## src/rtl/adder_arb_pkg.sv

```systemverilog
// adder_arb_pkg: shared constants and response type for the adder arbiter
package adder_arb_pkg;
    localparam int WIDTH = 32;
    localparam int N_REQ_MAX = 8;
    typedef logic [$clog2(N_REQ_MAX)-1:0] req_id_t;
    typedef struct packed {
        logic [WIDTH-1:0] sum;
        logic             carry;
        logic             ovf;
        req_id_t          id;
    } adder_rsp_t;
endpackage

```

## src/rtl/adder.sv

```systemverilog
// adder: plain combinational adder shared by all requesters
module adder #(
    parameter int W = 32
) (
    input  logic [W-1:0] a,
    input  logic [W-1:0] b,
    output logic [W-1:0] sum
);
    assign sum = a + b;
endmodule

```

## src/rtl/rr_arbiter.sv

```systemverilog
// rr_arbiter: round-robin grant starting at ptr, ptr advances past each winner
module rr_arbiter #(
    parameter  int N_REQ = 4,
    localparam int IW = $clog2(N_REQ)
) (
    input  logic             clk,
    input  logic             rst,
    input  logic [N_REQ-1:0] req,
    input  logic             enable,
    output logic [N_REQ-1:0] grant,
    output logic [IW-1:0]    grant_idx
);
    logic [IW-1:0] ptr;
    logic          found;
    always_comb begin
        found = 1'b0;
        grant_idx = '0;
        for (int k = 0; k < N_REQ; k++) begin
            if (!found && req[(int'(ptr) + k) % N_REQ]) begin
                found = 1'b1;
                grant_idx = IW'((int'(ptr) + k) % N_REQ);
            end
        end
        grant = (found && enable) ? N_REQ'(1) << grant_idx : '0;
    end
    always_ff @(posedge clk or negedge rst) begin
        if (!rst)
            ptr <= '0;
        else if (|grant)
            ptr <= (grant_idx == IW'(N_REQ - 1)) ? '0 : grant_idx + 1'b1;
    end
endmodule

```

## src/rtl/adder_arbiter.sv

```systemverilog
// adder_arbiter: one 32-bit adder shared round-robin among N_REQ requesters
module adder_arbiter
    import adder_arb_pkg::*;
#(
    parameter  int N_REQ = 4,
    localparam int IW = $clog2(N_REQ)
) (
    input  logic                        clk,
    input  logic                        rst,
    input  logic [N_REQ-1:0]            req_valid,
    input  logic [N_REQ-1:0][WIDTH-1:0] req_a,
    input  logic [N_REQ-1:0][WIDTH-1:0] req_b,
    output logic [N_REQ-1:0]            req_ready,
    output logic                        rsp_valid,
    input  logic                        rsp_ready,
    output logic [IW-1:0]               rsp_id,
    output logic [WIDTH-1:0]            rsp_sum,
    output logic                        rsp_carry,
    output logic                        rsp_ovf
);
    adder_rsp_t       rsp_q, rsp_d;
    logic [IW-1:0]    gidx;
    logic [WIDTH-1:0] op_a, op_b, sum;
    // Gating with rst keeps req_ready low for the whole reset assertion
    rr_arbiter #(.N_REQ(N_REQ)) u_arb (
        .clk       (clk),
        .rst       (rst),
        .req       (req_valid),
        .enable    (rst && (!rsp_valid || rsp_ready)),
        .grant     (req_ready),
        .grant_idx (gidx)
    );
    assign op_a = req_a[gidx];
    assign op_b = req_b[gidx];
    adder #(.W(WIDTH)) u_add (
        .a   (op_a),
        .b   (op_b),
        .sum (sum)
    );
    always_comb begin
        rsp_d.sum = sum;
        rsp_d.carry = (op_a[WIDTH-1] & op_b[WIDTH-1]) | ((op_a[WIDTH-1] ^ op_b[WIDTH-1]) & ~sum[WIDTH-1]);
        rsp_d.ovf = (op_a[WIDTH-1] ~^ op_b[WIDTH-1]) & (op_a[WIDTH-1] ^ sum[WIDTH-1]);
        rsp_d.id = req_id_t'(gidx);
    end
    always_ff @(posedge clk or negedge rst) begin
        if (!rst) begin
            rsp_valid <= 1'b0;
            rsp_q <= '0;
        end else if (|req_ready) begin
            rsp_valid <= 1'b1;
            rsp_q <= rsp_d;
        end else if (rsp_ready) begin
            rsp_valid <= 1'b0;
        end
    end
    assign rsp_sum = rsp_q.sum;
    assign rsp_carry = rsp_q.carry;
    assign rsp_ovf = rsp_q.ovf;
    assign rsp_id = rsp_q.id[IW-1:0];
endmodule

```

## config.mk

```make
export PLATFORM = sky130hd
export DESIGN_NAME = adder_arbiter
export DESIGN_NICKNAME = d
export VERILOG_FILES = /design/src/rtl/adder_arb_pkg.sv /design/src/rtl/adder.sv /design/src/rtl/rr_arbiter.sv /design/src/rtl/adder_arbiter.sv
export SDC_FILE = /design/constraint.sdc
export NUM_CORES = 1
export LEC_CHECK = 0
export BUFFER_PORTS_ARGS = -buffer_cell sky130_fd_sc_hd__buf_4
export CAP_MARGIN = 20
export CORE_MARGIN = 4
export CORE_UTILIZATION = 35
export CTS_CLUSTER_SIZE = 16
export DETAILED_ROUTE_END_ITERATION = 12
export GPL_ROUTABILITY_DRIVEN = 0
export PLACE_DENSITY = 0.7
export SYNTH_ARGS = -nofsm -noshare
export SYNTH_HDL_FRONTEND = slang
export SYNTH_HIERARCHICAL = 1
export SYNTH_SLANG_ARGS = --single-unit
```

## constraint.sdc

```tcl
create_clock -name clk -period 4.9 [get_ports clk]
set_input_delay 0.245 -clock clk [delete_from_list [all_inputs] [get_ports clk]]
set_output_delay 0.245 -clock clk [all_outputs]
set_load 0.1 [all_outputs]
```

* Yosys cells after proc, flatten, opt, wreduce, memory -nomap -nowiden *
Cells that the tools add are included.

word-level totals
  output and inout bits = 41
  word-level logic and storage cells = 71
  bits in registers = 39

cells by class
  reductions and logical operators = 15
  shifts and indexed selects = 1
  multiplexer cells = 27
  add/sub/neg operators = 5
  eq/ne operators = 1
  $lt $le $gt $ge = 5
  bitwise operators = 11

operators by type and width
  kind                                                count
  binary-select mux 32 bit (select 2 bit)             2
  2-to-1 mux 32 bit                                   2
  adder 32 bit                                        1
  2-to-1 mux 1 bit                                    13
  < comparator 3 x 4 -> 1 bit, second input constant  3
  2-to-1 mux 2 bit                                    5
  binary-select mux 1 bit (select 2 bit)              4
  < comparator 2 x 3 -> 1 bit, second input constant  2
  OR reduction 2 bit                                  3
  logical AND 1 bit                                   5
  adder 2 x 1 -> 2 bit, second input constant         2
  adder 2 bit, second input constant                  2
  zero test 1 bit                                     4
  2-to-1 mux 4 bit                                    1
  OR reduction 4 bit                                  1
  left shift 1 x 2 -> 4 bit, first input constant     1
  bitwise AND 1 bit                                   3
  bitwise AND 1 bit, first input constant             3
  equality test 2 bit, second input constant          1
  nonzero test 2 bit                                  1
  XOR 1 bit                                           2
  logical OR 1 bit                                    1
  inverter 1 bit                                      1
  OR 1 bit                                            1
  XNOR 1 bit                                          1

* Longest topological paths before layout *
Gate-level depths: netlist (run 1).

  depth after elaboration = 20
  gate-level depth with buffers = 18
  mapped depth without buffers = 15

* By module *
The synthesis (run 1) kept the hierarchy.

modules (own cells, without submodules)
  module         times used  cells each  area an instance (µm²)
  adder_arbiter  1           166         2994.1
  adder          1           241         1744.2
  rr_arbiter     1           33          289.0

* Least setup slack after synthesis (run 1) *
Ideal clock, no wire load.

  kind = flip-flop to flip-flop
  from = reg u_arb.ptr[1]
  to = reg rsp_q (netlist bit rsp_ovf)
  buffers on the path = 2
  period minus slack after synthesis = 4.006 ns
  cell stages (with the launch flop) = 16
  library setup time = 0.095 ns
  data required time = 4.805 ns
  data arrival time = 3.911 ns
  slack = 0.894 ns
  cells stage by stage = dfrtp_1 -> and3b_1 -> and3b_1 -> buf_6 -> buf_6 -> mux4_2 -> ha_1 -> o211ai_1 -> o21ai_2 -> o21bai_4 -> a22oi_4 -> a311oi_4 -> o311a_1 -> or3_1 -> xnor2_1 -> o31ai_1

RTL lines
  what                      line                 RTL
  start: declaration        rr_arbiter.sv:13     logic [IW-1:0] ptr;
  start signal: assignment  rr_arbiter.sv:30     ptr <= (grant_idx == IW'(N_REQ - 1)) ? '0 : grant_idx + 1'b1;
  end signal: assignment    adder_arbiter.sv:52  rsp_q <= rsp_d;
  end: declaration          adder_arbiter.sv:21  adder_rsp_t rsp_q, rsp_d;

==> results of run 1 <==
## metal layers
| metal | GRT usage [%] | part of all wire (%) | vias up |
|---|---|---|---|
| li1 | - | - | 2364 |
| met1 | 24.9 | 39 | 2503 |
| met2 | 37.9 | 52 | 247 |
| met3 | 4.21 | 6.7 | 31 |
| met4 | 5.31 | 2.0 | 0 |
| met5 | 0 | 0 | - |
## registers in the layout, summed over array words and instances, names as in the netlist
signal and flops:
rsp_id 2, rsp_ovf 1, rsp_carry 1, rsp_valid 1, rsp_sum 32, u_arb/ptr 2
## where the power goes
| group | total [mW] | internal [mW] | switching, mW |
|---|---|---|---|
| clock | 0.351 | 0.217 | 0.134 |
| sequential | 0.605 | 0.506 | 0.0985 |
| combinational | 5.02 | 1.97 | 3.05 |
| total | 5.98 | 2.70 | 3.28 |
## cell families (layout without fill, tap and decap cells)
| logic type | count (synthesis) | count (layout) | synth area share [%] |
|---|---|---|---|
| adder cells (fa/ha/maj) | 37 | 37 | 9.36 |
| XOR/XNOR | 29 | 29 | 5.05 |
| flip-flops | 39 | 39 | 19.4 |
| multiplexers | 100 | 100 | 36.7 |
| AND/OR/NAND/NOR | 89 | 90 | 9.48 |
| buffers and inverters | 36 | 334 | 4.55 |
| AO/OA/AOI/OAI | 110 | 110 | 15.5 |
## final cells by class
| type | count | area [um^2] |
|---|---|---|
| well taps | 180 | 225 |
| multi-input cells | 366 | 3840 |
| fillers | 1225 | 6340 |
| repair buffers | 319 | 2420 |
| flip-flops and latches | 39 | 976 |
| clock buffers | 8 | 156 |
| inverters | 7 | 26.3 |
## worst min-delay path by stage
stage,endpoint,cells past startpoint,start
2_1_floorplan,rsp_carry,0,rst
3_3_place_gp,rsp_sum[26],1,rst
3_5_place_dp,rsp_sum[29],1,rst
4_1_cts,rsp_valid,3,rsp_ready
5_1_grt,rsp_valid,3,rsp_ready
6_report,rsp_valid,3,rsp_ready
## worst reg2reg max path: cells and delay by family, from the launching register on
| family | cells | cell delay [ns] |
|---|---|---|
| adder cells (fa/ha/maj) | 2 | 0.68 |
| multiplexers | 2 | 0.77 |
| AND/OR/NAND/NOR | 3 | 0.81 |
| AO/OA/AOI/OAI | 5 | 1.33 |
| XOR/XNOR | 1 | 0.14 |
| flip-flops | 1 | 0.44 |
| buffers and inverters | 1 | 0.20 |
## synthesized netlist by cell type, types with 4 or more instances
cell type and count:
sky130_fd_sc_hd__ha_1 36, sky130_fd_sc_hd__nand4_1 8, sky130_fd_sc_hd__clkbuf_1 8, sky130_fd_sc_hd__mux4_2 64
sky130_fd_sc_hd__xor2_1 15, sky130_fd_sc_hd__inv_1 7, sky130_fd_sc_hd__nand3_1 11, sky130_fd_sc_hd__a31oi_1 4
sky130_fd_sc_hd__xnor2_1 14, sky130_fd_sc_hd__a21oi_1 30, sky130_fd_sc_hd__nand2b_1 5, sky130_fd_sc_hd__buf_2 9
sky130_fd_sc_hd__nor2_1 13, sky130_fd_sc_hd__o21bai_1 4, sky130_fd_sc_hd__dfrtp_1 39, sky130_fd_sc_hd__a21o_1 19
sky130_fd_sc_hd__o21ai_0 17, sky130_fd_sc_hd__and2_1 6, sky130_fd_sc_hd__mux2_2 31, sky130_fd_sc_hd__nand2_1 24
sky130_fd_sc_hd__nor3_1 5, sky130_fd_sc_hd__buf_6 11
## per-stage QoR
stage	hold slack, ns	utilization (%)
after detailed placement	0.276	53.0
after CTS	0.215	54.2
after global routing	0.245	54.7
after global placement	0.264	53.0
after floorplan	-0.0506	-
final	0.223	54.7
## timing repair
item                                    in CTS  in global routing
endpoints found under the setup margin       0                  7
endpoints found under the hold margin       39                  0
buffers inserted                             0                  7
resized for setup                            0                  2
hold buffers                                 1                  0
==> out/results.ini, run 1 <==
[critical_path]
cp_slowest_cell=sky130_fd_sc_hd__mux4_2
crit_buf_inv=1
r2r_setup_slack_ns=0.43
critical_path.top_delay_family=compound AO/OA/AOI/OAI gates
cp_capture_point=rsp_sum[26]
path_max_fanout=9
critical_path_arrival_ns=4.65
worstSetupStartpoint=u_arb/ptr[1]
crit_required_ns=5.07
critPathKind=register to register
largest_incremental_delay_on_the_critical_path_ns=0.50
path_cells=and3b_1, and3b_4, buf_4, mux4_2, ha_1, fa_1, a21o_1, a31o_2, nand3_1, o221ai_1, a311oi_1, o21bai_1, xor2_1, mux2_2
worst-r2r-cell-count=14
regToRegEndpoint=rsp_sum[26]
path_depth=14
worstSetupStartpointType=register
critical_path.endpoint_type=register
worst_r2r_startpoint=u_arb/ptr[1]

[sta]
hold_viol=0
rsz_0062_raised_after_global_routing=false
finClkSkew_ns=0.00757
worstMarginPinSlew_ns=0.594
maxSlewHeadroom_pct=60.4
count_of_endpoints_failing_setup_in_the_final_report=0
final_period_utilization_pct=91.3
maxClockFrequency_mhz=223
timing_max_transition_violations_final=0
setup_tns_ns=0
post_layout_worst_setup_margin_ns=0.426
final.min_clock_period_ns=4.47

[drt]
num_vias=5145
wire_per_inst_um=19.5
routed_antenna_nets=0
drcViolationCount=0
router_iterations_before_antenna_repair=4
detail_route.wirelength_mm=17.9
drtIter0Drc=287
routed_via_density=5.60

[global_routing]
grt_pass1_wl_mm=27.2
initial_antenna_violation_count=0
grtUsageTotal_pct=20.8
grt_max_degree=41
global_route.overflow_total=0
grt_pass1_vias=5408

[power_and_ir_drop]
ir_drop_v=0.000444
p_per_area_nw_per_um2=781
total_leakage_power_nw=3.57
fin_total_pwr_mw=5.98

[cells_and_area]
layout.cells.most_common_list=sky130_fd_sc_hd__buf_4, sky130_fd_sc_hd__mux4_2, sky130_fd_sc_hd__dfrtp_1
final_layout_net_count=1038
n_antenna_cell=0
post_route_cells_drive_above_1_share_pct=59.1
layout.cells.most_common=sky130_fd_sc_hd__buf_4
syn2layout_area_growth_pct=52.2
finish.instance_area_um2=7650
layout.cells.non_filler=919

[clock_tree]
tritoncts_num_sinks=39
tritoncts=built
root_buffer=sky130_fd_sc_hd__clkbuf_16
cts_buffer_depth=2
cts_inserted_buffers=5
clk_latency_ns=0.29
clock_tree.htree_level_count=2
cts.clk_slew.worst_paths_ns=0.06

[synthesis]
synth-async-reset-ratio_pct=100
postSynthNetCount=740
seq_area_frac_synth_pct=19.4
synth_area_leaders=sky130_fd_sc_hd__mux4_2, sky130_fd_sc_hd__dfrtp_1, sky130_fd_sc_hd__ha_1
number_of_synthesized_flops_with_an_enable_pin=0
area_of_the_mapped_netlist_um2=5030
synthDominantAreaCellType=sky130_fd_sc_hd__mux4_2
post_synth_inst_count=440
synth.yosys.warnings=6
synth_flop_cell=sky130_fd_sc_hd__dfrtp_1
synth_area_per_cell_um2=11.4
synth-seq-cells=39
ys_types=64
netlist.area_leader.share_pct=28.7

[floorplan]
fp.coreArea_um2=14000
num_io_pins=304
floorplan.initialDensity_pct=35.9
die_height_um=128
fp.dieW_um=128
area_of_the_die_um2=16300
row_cnt=43

[place]
place_area_um2=7410
worst_setup_slack_after_placement_ns=0.161
placedCellCount=902
io_buffers=303
detailed_place_hpwl_mm=15.0

[flow_run]
max_cap_viols=0

[worst_hold_path]
hold_path_class=primary input to register

[status]
status=finished, final reports clean

No activity file was read; power rests on OpenSTA's default activity.
==> inputs of run 2 (changes only) <==
--- a/config.mk
+++ b/config.mk
@@ -12,7 +12,7 @@
 export CTS_CLUSTER_SIZE = 16
 export DETAILED_ROUTE_END_ITERATION = 12
 export GPL_ROUTABILITY_DRIVEN = 0
-export PLACE_DENSITY = 0.7
+export PLACE_DENSITY = 0.71
 export SYNTH_ARGS = -nofsm -noshare
 export SYNTH_HDL_FRONTEND = slang
 export SYNTH_HIERARCHICAL = 1
==> out/results.ini, run 2 (synthesized netlist as in run 1, its figures left out) <==
[sta]
count_of_endpoints_failing_setup_in_the_final_report=0
finClkSkew_ns=0.00798
post_layout_worst_setup_margin_ns=0.247
timing_max_transition_violations_final=0
maxClockFrequency_mhz=215
worstMarginPinSlew_ns=0.743
hold_viol=0
hold_slack_ns=0.217
final.min_clock_period_ns=4.65
final_period_utilization_pct=95.0
maxSlewHeadroom_pct=50.4

[global_routing]
initial_antenna_violation_count=0
global_route.overflow_total=0
grtUsageTotal_pct=20.9
grt_pass1_vias=5553
grt_max_degree=41
grt_pass1_wl_mm=27.4

[clock_tree]
cts_buffer_depth=2
root_buffer=sky130_fd_sc_hd__clkbuf_16
clock_tree.htree_level_count=2
tritoncts=built
cts_inserted_buffers=5
tritoncts_num_sinks=39
cts.clk_slew.worst_paths_ns=0.06
clk_latency_ns=0.29

[critical_path]
path_max_fanout=40
critPathKind=register to register
timing.critical_path.mode_cell=sky130_fd_sc_hd__o21ai_0
crit_buf_inv=1
cp_slowest_cell=sky130_fd_sc_hd__o21a_2
critical_path_arrival_ns=4.82
crit_required_ns=5.07
path_cells=nor3b_1, a211o_1, o21a_2, buf_12, mux4_2, ha_1, a211oi_1, o21ai_0, o311ai_1, o21ai_0, a311oi_1, o21bai_1, xor2_1, mux2_2
worstSetupStartpointType=register
critical_path.endpoint_type=register
largest_incremental_delay_on_the_critical_path_ns=0.62
critical_path.top_delay_family=compound AO/OA/AOI/OAI gates

[cells_and_area]
layout.cells.most_common=sky130_fd_sc_hd__buf_4
syn2layout_area_growth_pct=52.7
n_antenna_cell=0
finish.utilization_pct=54.9
post_route_cells_drive_above_1_share_pct=59.4
largest_register_ffs=32
fillers=1216
final_layout_net_count=1040
layout.cells.most_common_list=sky130_fd_sc_hd__buf_4, sky130_fd_sc_hd__mux4_2, sky130_fd_sc_hd__dfrtp_1

[floorplan]
fp.dieW_um=128
fp.coreArea_um2=14000
row_cnt=43
num_io_pins=304
floorplan.initialDensity_pct=35.9
die_height_um=128
area_of_the_die_um2=16300

[status]
status=finished, final reports clean

[flow_run]
max_cap_viols=0

[place]
io_buffers=303
detailed_place_hpwl_mm=15.0
worst_setup_slack_after_placement_ns=0.201

[power_and_ir_drop]
total_leakage_power_nw=3.59
ir_drop_v=0.000475
p_per_area_nw_per_um2=789

[drt]
routed_antenna_nets=0
drcViolationCount=0
route.met2.wl_mm=9.39
drtIter0Drc=322
highest-signal-layer=met4
met3WireLength_mm=1.36
detail_route.wirelength_mm=18.1
routed_via_density=5.55
m1WireLength_mm=7.00
num_vias=5107
router_iterations_before_antenna_repair=4
wire_per_inst_um=19.7

[worst_hold_path]
hold_path_class=primary input to register

==> run 2: layout make-up <==
cell class	count	area, um^2	share of cell area [%]
flip-flops and latches	39	976	12.7
well taps	180	225	2.93
repair buffers	321	2440	31.7
clock inverters	2	35.0	0.456
inverters	7	26.3	0.342
clock buffers	6	139	1.81
multi-input cells	366	3840	50.0
==> run 2: worst reg2reg max path, cell delays in order, from the launching register on <==
cell,delay (ns)
sky130_fd_sc_hd__dfrtp_1,0.44
sky130_fd_sc_hd__nor3b_1,0.26
sky130_fd_sc_hd__a211o_1,0.16
sky130_fd_sc_hd__o21a_2,0.62
sky130_fd_sc_hd__buf_12,0.32
sky130_fd_sc_hd__mux4_2,0.43
sky130_fd_sc_hd__ha_1,0.42
sky130_fd_sc_hd__a211oi_1,0.24
sky130_fd_sc_hd__o21ai_0,0.19
sky130_fd_sc_hd__o311ai_1,0.45
sky130_fd_sc_hd__o21ai_0,0.16
sky130_fd_sc_hd__a311oi_1,0.31
sky130_fd_sc_hd__o21bai_1,0.12
sky130_fd_sc_hd__xor2_1,0.16
sky130_fd_sc_hd__mux2_2,0.26
==> run 2: worst paths after layout <==
check / startpoint / endpoint / slack (ns) / cells after the start
hold / removal: rsp_ready / rsp_valid / 0.22 / 3
setup reg to reg: u_arb/ptr[1] / rsp_sum[26] / 0.25 / 14
setup / recovery: u_arb/ptr[1] / rsp_sum[26] / 0.25 / 14
min in group asynchronous: rst / rsp_id[0] / 0.50 / 2
hold reg to reg: rsp_ovf / rsp_ovf / 0.50 / 2
max in group asynchronous: rst / rsp_sum[6] / 4.00 / 2
==> run 2: metrics by stage <==
stage / std cells / TNS [ns] / total power [mW] / cell area (um^2)
6_report: 921 / 0 / 6.06 / 7680
4_1_cts: 911 / 0 / 6.03 / 7600
2_1_floorplan: 440 / 0 / 4.55 / 5030
5_1_grt: 921 / -0.000931 / 6.47 / 7680
3_3_place_gp: 902 / 0 / 5.52 / 7410
3_5_place_dp: 902 / 0 / 5.60 / 7410
==> run 2: power breakdown <==
group	internal, mW	leakage (nW)	total, mW	switching [mW]
clock	0.253	0.0868	0.392	0.139
sequential	0.506	0.460	0.596	0.0901
combinational	1.99	3.04	5.07	3.09
total	2.74	3.59	6.06	3.31
==> run 2: what timing repair did <==
item,in CTS,in global routing
endpoints found under the setup margin,0,6
hold buffers,1,0
setup buffers,0,9
hold endpoints to repair,39,0
gates resized for setup,0,2
==> run 2: metal layers <==
metal,track usage [%],vias up
li1,-,2378
met1,25.0,2472
met2,37.9,236
met3,4.54,21
met4,5.56,0
met5,0,-
==> inputs of run 3 (changes only) <==
--- a/config.mk
+++ b/config.mk
@@ -13,6 +13,7 @@
 export DETAILED_ROUTE_END_ITERATION = 12
 export GPL_ROUTABILITY_DRIVEN = 0
 export PLACE_DENSITY = 0.71
+export REMOVE_ABC_BUFFERS = 1
 export SYNTH_ARGS = -nofsm -noshare
 export SYNTH_HDL_FRONTEND = slang
 export SYNTH_HIERARCHICAL = 1
==> out/results.ini, run 3 (synthesized netlist as in run 1, its figures left out) <==
[power_and_ir_drop]
switching_fraction_of_total_power_pct=54.8
p_per_area_nw_per_um2=786
p_int_mw=2.71
ir_drop_v=0.000336
clkPwrFrac_pct=6.5
p_comb_share_pct=83.4
sequential_power_share_pct=10.1
switching_power_mw=3.28
total_leakage_power_nw=3.55

[clock_tree]
root_buffer=sky130_fd_sc_hd__clkbuf_16
clk_latency_ns=0.29
cts_inserted_buffers=5
post_cts_buffers=0
clock_tree.htree_level_count=2
tritoncts_num_sinks=39
cts_buffer_depth=2
tritoncts=built
cts.clk_slew.worst_paths_ns=0.06

[global_routing]
grtUsageTotal_pct=19.4
grt_max_degree=41
grt_pass1_vias=5425
initial_antenna_violation_count=0
grt_pass1_wl_mm=25.9
global_route.overflow_total=0

[worst_hold_path]
hold_path_class=primary input to register

[floorplan]
fp.dieW_um=128
floorplan.initialDensity_pct=35.9
row_cnt=43
fp.coreArea_um2=14000
num_io_pins=304
area_of_the_die_um2=16300
die_height_um=128

[sta]
hold_slack_ns=0.235
maxSlewHeadroom_pct=55.7
rsz_0062_raised_after_global_routing=false
maxClockFrequency_mhz=219
worstMarginPinSlew_ns=0.664
post_layout_worst_setup_margin_ns=0.323
final_period_utilization_pct=93.4
timing_max_transition_violations_final=0
hold_viol=0
finClkSkew_ns=0.00392
final.min_clock_period_ns=4.58
count_of_endpoints_failing_setup_in_the_final_report=0

[critical_path]
critical_path_arrival_ns=4.74
crit_buf_inv=1
worstSetupStartpointType=register
critPathKind=register to register
r2r_setup_slack_ns=0.32
critical_path.top_delay_family=compound AO/OA/AOI/OAI gates
cp_slowest_cell=sky130_fd_sc_hd__and3b_4
largest_incremental_delay_on_the_critical_path_ns=0.58
critical_path.endpoint_type=register
worst-r2r-cell-count=13
path_cells=and3b_1, and3b_4, buf_12, mux4_2, ha_1, a21oi_1, o21ai_0, o311ai_1, o221ai_1, mux2i_1, a21oi_1, o311ai_1, mux2_2
cp_capture_point=rsp_sum[30]
path_max_fanout=18
path_depth=13
worst_r2r_startpoint=u_arb/ptr[1]
crit_required_ns=5.07
worstSetupStartpoint=u_arb/ptr[1]
regToRegEndpoint=rsp_sum[30]

[cells_and_area]
sequential_cell_area_in_the_final_layout_um2=976
layout.cells.most_common_list=sky130_fd_sc_hd__buf_4, sky130_fd_sc_hd__mux4_2, sky130_fd_sc_hd__dfrtp_1
final_layout_net_count=1032
layout.cells.most_common=sky130_fd_sc_hd__buf_4
n_antenna_cell=0
multi_input_area_um2=3840
syn2layout_area_growth_pct=51.7
fillers=1253
finish.instance_area_um2=7630
post_route_cells_drive_above_1_share_pct=58.9
largest_register_ffs=32

[drt]
num_vias=4973
drcViolationCount=0
wire_per_inst_um=18.5
detail_route.wirelength_mm=16.9
routed_antenna_nets=0
drtIter0Drc=178
routed_via_density=5.45
router_iterations_before_antenna_repair=4

[place]
place_area_um2=7430
worst_setup_slack_after_placement_ns=0.249
io_buffers=303
detailed_place_hpwl_mm=14.1

[flow_run]
max_cap_viols=0

[status]
status=finished, final reports clean

run 3: metal layers:
metal,wire length (um),share of wire [%],GRT usage (%)
met3,912,5.4,3.25
met1,6560,39,23.6
met5,0,0,0
met2,9230,55,36.2
met4,176,1.0,3.81
run 3: worst reg2reg max path: stages (launching register included):
cell                       delay, ns
sky130_fd_sc_hd__dfrtp_1        0.44
sky130_fd_sc_hd__and3b_1        0.28
sky130_fd_sc_hd__and3b_4        0.58
sky130_fd_sc_hd__buf_12         0.26
sky130_fd_sc_hd__mux4_2         0.54
sky130_fd_sc_hd__ha_1           0.42
sky130_fd_sc_hd__a21oi_1        0.28
sky130_fd_sc_hd__o21ai_0        0.17
sky130_fd_sc_hd__o311ai_1       0.44
sky130_fd_sc_hd__o221ai_1       0.31
sky130_fd_sc_hd__mux2i_1        0.18
sky130_fd_sc_hd__a21oi_1        0.13
sky130_fd_sc_hd__o311ai_1       0.13
sky130_fd_sc_hd__mux2_2         0.28
run 3: metrics by stage:
stage	instances	TNS, ns	utilization (%)	power, mW
global route	913	0	54.5	6.43
global placement	903	0	53.1	5.49
detailed placement	903	0	53.1	5.61
finish	913	0	54.5	6.00
floorplan	411	-33.78	-	4.49
CTS	912	0	54.5	6.02
run 3: worst min path at each step:
stage / startpoint / to / slack, ns / depth (start not counted)
4_1_cts: rsp_ready / rsp_valid / 0.22 / 3
6_report: rsp_ready / rsp_valid / 0.23 / 3
5_1_grt: rsp_ready / rsp_valid / 0.26 / 3
3_3_place_gp: rst / rsp_valid / 0.26 / 1
3_5_place_dp: rst / rsp_id[0] / 0.27 / 1
2_1_floorplan: rst / rsp_carry / -0.05 / 0
run 3: timing repair:
item	4_1_cts	5_1_grt
hold buffers	1	0
gates resized for setup	0	1
hold endpoints to repair	39	0
setup endpoints to repair	0	4
run 3: area by class of cell:
cell class / instances / share of cell area, %
inverters: 7 / 0.344
clock buffers: 6 / 1.82
flip-flops and latches: 39 / 12.8
clock inverters: 2 / 0.459
multi-input cells: 366 / 50.3
well taps: 180 / 2.95
repair buffers: 313 / 31.3
run 3: power groups by stage:
stage | logic [mW] | clock network [mW] | registers (mW)
floorplan | 2.77 | 0 | 1.72
global placement | 4.89 | 0 | 0.602
detailed placement | 4.99 | 0 | 0.614
CTS | 5.01 | 0.403 | 0.608
global route | 5.39 | 0.413 | 0.628
finish | 5.00 | 0.391 | 0.606
